**src/rtl/traffic_light_multi.sv**
```systemverilog
// Multi-approach traffic light controller: round-robin green service with
// min/max green, all-red clearance and a latched pedestrian walk phase.
module traffic_light_multi #(
  parameter int NUM_DIR   = 3,
  parameter int DIR_W     = 2,
  parameter int CNT_W     = 8,
  parameter int GREEN_MIN = 4,
  parameter int GREEN_MAX = 10,
  parameter int YELLOW_T  = 2,
  parameter int ALLRED_T  = 1,
  parameter int PED_T     = 3
) (
  input  logic                   clk,
  input  logic                   rst,
  input  logic [NUM_DIR-1:0]     T,
  input  logic                   ped_req,
  output logic [2*NUM_DIR-1:0]   L,
  output logic [1:0]             S,
  output logic [1:0]             next_S,
  output logic [DIR_W-1:0]       dir,
  output logic                   walk,
  output logic                   ped_pending
);

  typedef enum logic [1:0] {
    ST_GREEN  = 2'b00,
    ST_YELLOW = 2'b01,
    ST_ALLRED = 2'b10,
    ST_PED    = 2'b11
  } state_t;

  localparam int PW = 2 ** DIR_W;

  state_t            state, state_nxt;
  logic [CNT_W-1:0]  cnt;
  logic [PW-1:0]     t_pad;
  logic              others, req_other, found;
  logic [DIR_W-1:0]  rr_dir, cand;

  function automatic logic [DIR_W-1:0] inc_dir(input logic [DIR_W-1:0] d);
    return (d == DIR_W'(NUM_DIR - 1)) ? '0 : d + 1'b1;
  endfunction

  // Zero-padded sensor vector so a dynamic index never reads a nonexistent bit.
  assign t_pad = PW'(T);

  // NOTE: every signal written in always_comb gets a default first, so no path leaves it unassigned and no latch is inferred.
  always_comb begin
    others = 1'b0;
    for (int j = 0; j < NUM_DIR; j++) begin
      if (DIR_W'(j) != dir) others = others | T[j];
    end
    req_other = others | ped_pending;
  end

  always_comb begin
    rr_dir = inc_dir(dir);
    found  = 1'b0;
    cand   = dir;
    for (int k = 1; k < NUM_DIR; k++) begin
      cand = inc_dir(cand);
      if (!found && t_pad[cand]) begin
        rr_dir = cand;
        found  = 1'b1;
      end
    end
  end

  always_comb begin
    state_nxt = state;
    unique case (state)
      ST_GREEN: begin
        if (cnt >= CNT_W'(GREEN_MIN - 1) && req_other &&
            (!t_pad[dir] || cnt >= CNT_W'(GREEN_MAX - 1)))
          state_nxt = ST_YELLOW;
      end
      ST_YELLOW: if (cnt == CNT_W'(YELLOW_T - 1)) state_nxt = ST_ALLRED;
      ST_ALLRED: if (cnt == CNT_W'(ALLRED_T - 1))
                   state_nxt = ped_pending ? ST_PED : ST_GREEN;
      ST_PED:    if (cnt == CNT_W'(PED_T - 1)) state_nxt = ST_GREEN;
      default:   state_nxt = ST_GREEN;
    endcase
  end

  // NOTE: sequential state uses non-blocking assignments so every register samples pre-edge values.
  always_ff @(posedge clk) begin
    if (rst) begin
      state       <= ST_GREEN;
      cnt         <= '0;
      dir         <= '0;
      ped_pending <= 1'b0;
    end else begin
      state <= state_nxt;
      if (state_nxt != state) cnt <= '0;
      else if (cnt != '1)     cnt <= cnt + 1'b1;
      if (state_nxt == ST_GREEN && state != ST_GREEN) dir <= rr_dir;
      // Entering the walk phase consumes the request; a new press that cycle is dropped.
      if (state == ST_ALLRED && state_nxt == ST_PED) ped_pending <= 1'b0;
      else if (ped_req && state != ST_PED)            ped_pending <= 1'b1;
    end
  end

  always_comb begin
    L = '0;
    for (int i = 0; i < NUM_DIR; i++) begin
      L[2*i +: 2] = 2'b10;
      if (DIR_W'(i) == dir) begin
        if (state == ST_GREEN)       L[2*i +: 2] = 2'b00;
        else if (state == ST_YELLOW) L[2*i +: 2] = 2'b01;
      end
    end
  end

  assign S      = state;
  assign next_S = state_nxt;
  assign walk   = (state == ST_PED);

endmodule

```
**config.mk**
```make
export PLATFORM = sky130hd
export DESIGN_NAME = traffic_light_multi
export DESIGN_NICKNAME = d
export VERILOG_FILES = /design/src/rtl/traffic_light_multi.sv
export SDC_FILE = /design/constraint.sdc
export NUM_CORES = 1
export LEC_CHECK = 0
export ABC_AREA = 1
export CORE_MARGIN = 2
export CORE_UTILIZATION = 51
export CTS_BUF_LIST = sky130_fd_sc_hd__clkbuf_16
export DETAILED_ROUTE_END_ITERATION = 10
export GPL_ROUTABILITY_DRIVEN = 0
export PLACE_DENSITY = 0.79
export SYNTH_ARGS = -nofsm -noshare
export SYNTH_HDL_FRONTEND = slang
export SYNTH_SLANG_ARGS = --single-unit
```
**constraint.sdc**
```tcl
create_clock -name clk -period 2.05 [get_ports clk]
set_input_delay 0.3075 -clock clk [delete_from_list [all_inputs] [get_ports clk]]
set_output_delay 0.3075 -clock clk [all_outputs]
set_load 0.005 [all_outputs]
```
==> flow_summary.toml <==
[run_status]
status = "completed"

[clock_network]
cts-root-buf = "clkbuf_16"
clk_path_buf_depth = 2
cts-hold-fix-buffers = 0
cts_made_buffers = 3
cts_tree = "done"
cts_sinks = 13
clock_latency_ns = 0.24
cts_max_level = 1
clk_pin_slew_ns = 0.05

[detailed_routing]
ant_nets = 0
wl_per_cell_um = 12.08
routed-wl-met3_um = 94
via_count = 1066
wl_um = 2536
dr.pass1.iters = 4
wl_met1_um = 1017
post-route-drc-count = 0
met2_length_um = 1370
highest_layer = "met4"
drt-initial-drc-count = 13
viasPerCell = 5.076

[floorplan]
die_x_um = 48.74
dieArea_um2 = 2376
fp-row-count = 16
core-area_um2 = 1922
initial_utilization_pct = 53.12
dieHeight_um = 48.74
io_pins = 20

[synth]
ys_types = 25
synth-seq-cells = 13
synthCells = 153
ys_seq_area_share_pct = 25.49
syn_avg_cell_area_um2 = 6.673
syn_nets = 164
syn_area_um2 = 1021
ys_warn_count = 0

[sta]
period_share_pct = 97.20
tightestPinTransition_ns = 0.3687
slew_viol_final = 0
maxSlewHeadroom_pct = 75.39
layout_min_cycle_time_ns = 1.993
setup_viol = 0
clock_skew_ns = 0.004232
fmax_mhz = 501.9
finalHoldViolations = 0
grt_setup_unrepaired = "yes"
setup_tns_ns = 0

[global_routing]
grt_pass1_wl_um = 4222
grt_use_total_pct = 22.72
overflow = 0
antenna_found_initial = 0
first_global_vias = 998
grt_max_degree = 9

[placed_design]
dp_hpwl_um = 1789
io_buffer_count = 19

[setup_path]
end_kind = "output pin"
start_kind = "flip-flop"
cp.required_ns = 1.74
critPathSlowestCell = "dfxtp_2"
arrival_ns = 1.69
cpMostUsedCell = "nand2_1"
path_class = "reg2out"
slowest_delay_ns = 0.34
reg2reg_slack_ns = 0.42
cp_max_fo = 4
crit_chain = "buf_4, ha_1, inv_2, nand4_1, nand3_1, nand2_1, nand2_1, inv_1, dlygate4sd2_1"

[finish]
area_growth_pct = 38.23
nets = 195
num_antenna_cells = 0
drive_above_1_share_pct = 24.04
fillers = 156

[pwr]
power_density_nw_per_um2 = 1049
vdd_drop_max_uv = 921.0
power_w = 0.001480
leakage_nw = 0.6259

[run]
cap_viol_max_count = 0

[worst_hold_path]
hold_path.class = "reg2reg"
==> final cells by class <==
class / count / area, um2 / share of cell area, %
multi-input cells: 115 / 698.2 / 49.47
clock buffers: 3 / 75.07 / 5.319
well taps: 27 / 33.78 / 2.394
clock inverters: 1 / 3.754 / 0.2660
flip-flops and latches: 13 / 266.5 / 18.88
inverters: 25 / 93.84 / 6.649
repair buffers: 26 / 240.2 / 17.02
==> final timing paths <==
kind                              from  cells past startpoint        end
worst min-delay path              S[0]                      2       S[1]
worst min register to register    S[0]                      2       S[1]
worst max-delay path            cnt[0]                      9  next_S[0]
worst max register to register  cnt[1]                     12     cnt[6]
==> what timing repair did <==
action                                  CTS  global route
gates resized for setup                  14             6
setup buffers                             3             0
endpoints found under the setup margin    2             1
pin swaps                                 5             1
==> synthesized netlist by cell type <==
library cell	n	area share, %
nor2_1	31	11
nand2_1	24	8.8
inv_1	23	8.5
dfxtp_1	13	25
nand3_1	11	5.4
o21ai_0	10	4.9
nor2_4	8	8.8
ha_1	5	6.1
a21oi_1	4	2.0
nor2_2	3	1.8
xor2_1	3	2.6
nand2_2	2	1.2
nand2_4	2	2.2
nand3_2	2	2.0
o211ai_1	2	1.5
a21boi_0	1	0.74
a311o_1	1	0.98
clkinv_1	1	0.37
inv_2	1	0.37
nand3b_1	1	0.74
nand4_1	1	0.61
o21ai_1	1	0.49
o21ai_4	1	1.6
o22ai_1	1	0.61
xnor2_1	1	0.86
==> power by group <==
group          switching, W  internal (W)
Sequential        0.0000592      0.000300
Combinational      0.000414      0.000339
Clock              0.000110      0.000257
==> flip-flops by register name, indices dropped and copies added, names as in the netlist <==
| name | count |
|---|---|
| dir | 2 |
| cnt | 8 |
| ped_pending | 1 |
| S | 2 |
==> stage by stage <==
| step | util [%] | hold WS [ns] | area, um2 | std cells | setup WS (ns) |
|---|---|---|---|---|---|
| 2_1_floorplan | - | 0.3799 | 1021 | 153 | 0.5667 |
| 4_1_cts | 72.46 | 0.5739 | 1393 | 210 | 0.06146 |
| 5_1_grt | 73.44 | 0.6051 | 1411 | 210 | -0.02181 |
| 6_report | 73.44 | 0.5767 | 1411 | 210 | 0.05748 |
| 3_5_place_dp | 66.34 | 0.6106 | 1275 | 203 | -0.08506 |
| 3_3_place_gp | 66.34 | 0.6010 | 1275 | 203 | -0.07763 |
==> critical path: cells and delay by family (launching register included) <==
family                     cells  cell delay, ns
buffers and inverters          4            0.52
and+or+nand+nor                4            0.35
DFF                            1            0.34
adders and majority gates      1            0.23
==> per-layer routing <==
metal | vias up | global-route usage [%]
li1 | 543 | -
met1 | 488 | 24.76
met2 | 26 | 42.24
met3 | 9 | 4.630
met4 | 0 | 9.524
met5 | - | 0
==> placed cells by master (no fill, tap or decap), types with 2 or more instances in the layout <==
cell | synthesis | final
nand2_1 | 24 | 22
nand2_4 | 2 | 2
inv_1 | 23 | 21
nor2_4 | 8 | 8
a21oi_1 | 4 | 3
dfxtp_2 | 0 | 5
xor2_1 | 3 | 3
dlygate4sd2_1 | 0 | 2
clkdlybuf4s50_1 | 0 | 17
nand2_2 | 2 | 4
o21ai_0 | 10 | 9
clkbuf_16 | 0 | 3
nor2_2 | 3 | 3
nand3_2 | 2 | 2
o211ai_1 | 2 | 2
nor2_1 | 31 | 31
nand3_1 | 11 | 11
buf_4 | 0 | 7
ha_1 | 5 | 3
dfxtp_1 | 13 | 8
inv_2 | 1 | 4
==> logic make-up (layout without fill, tap and decap cells) <==
| logic type | after synthesis | after routing | synth area share, % |
|---|---|---|---|
| AND/OR/NAND/NOR | 85 | 85 | 43.02 |
| buffers and inverters | 25 | 55 | 9.190 |
| AO/OA/AOI/OAI | 21 | 21 | 12.75 |
| flip-flops | 13 | 13 | 25.49 |
| adder cells (fa/ha/maj) | 5 | 5 | 6.127 |
| XOR/XNOR | 4 | 4 | 3.432 |
Note: power is estimated with default switching activity, not from simulation.
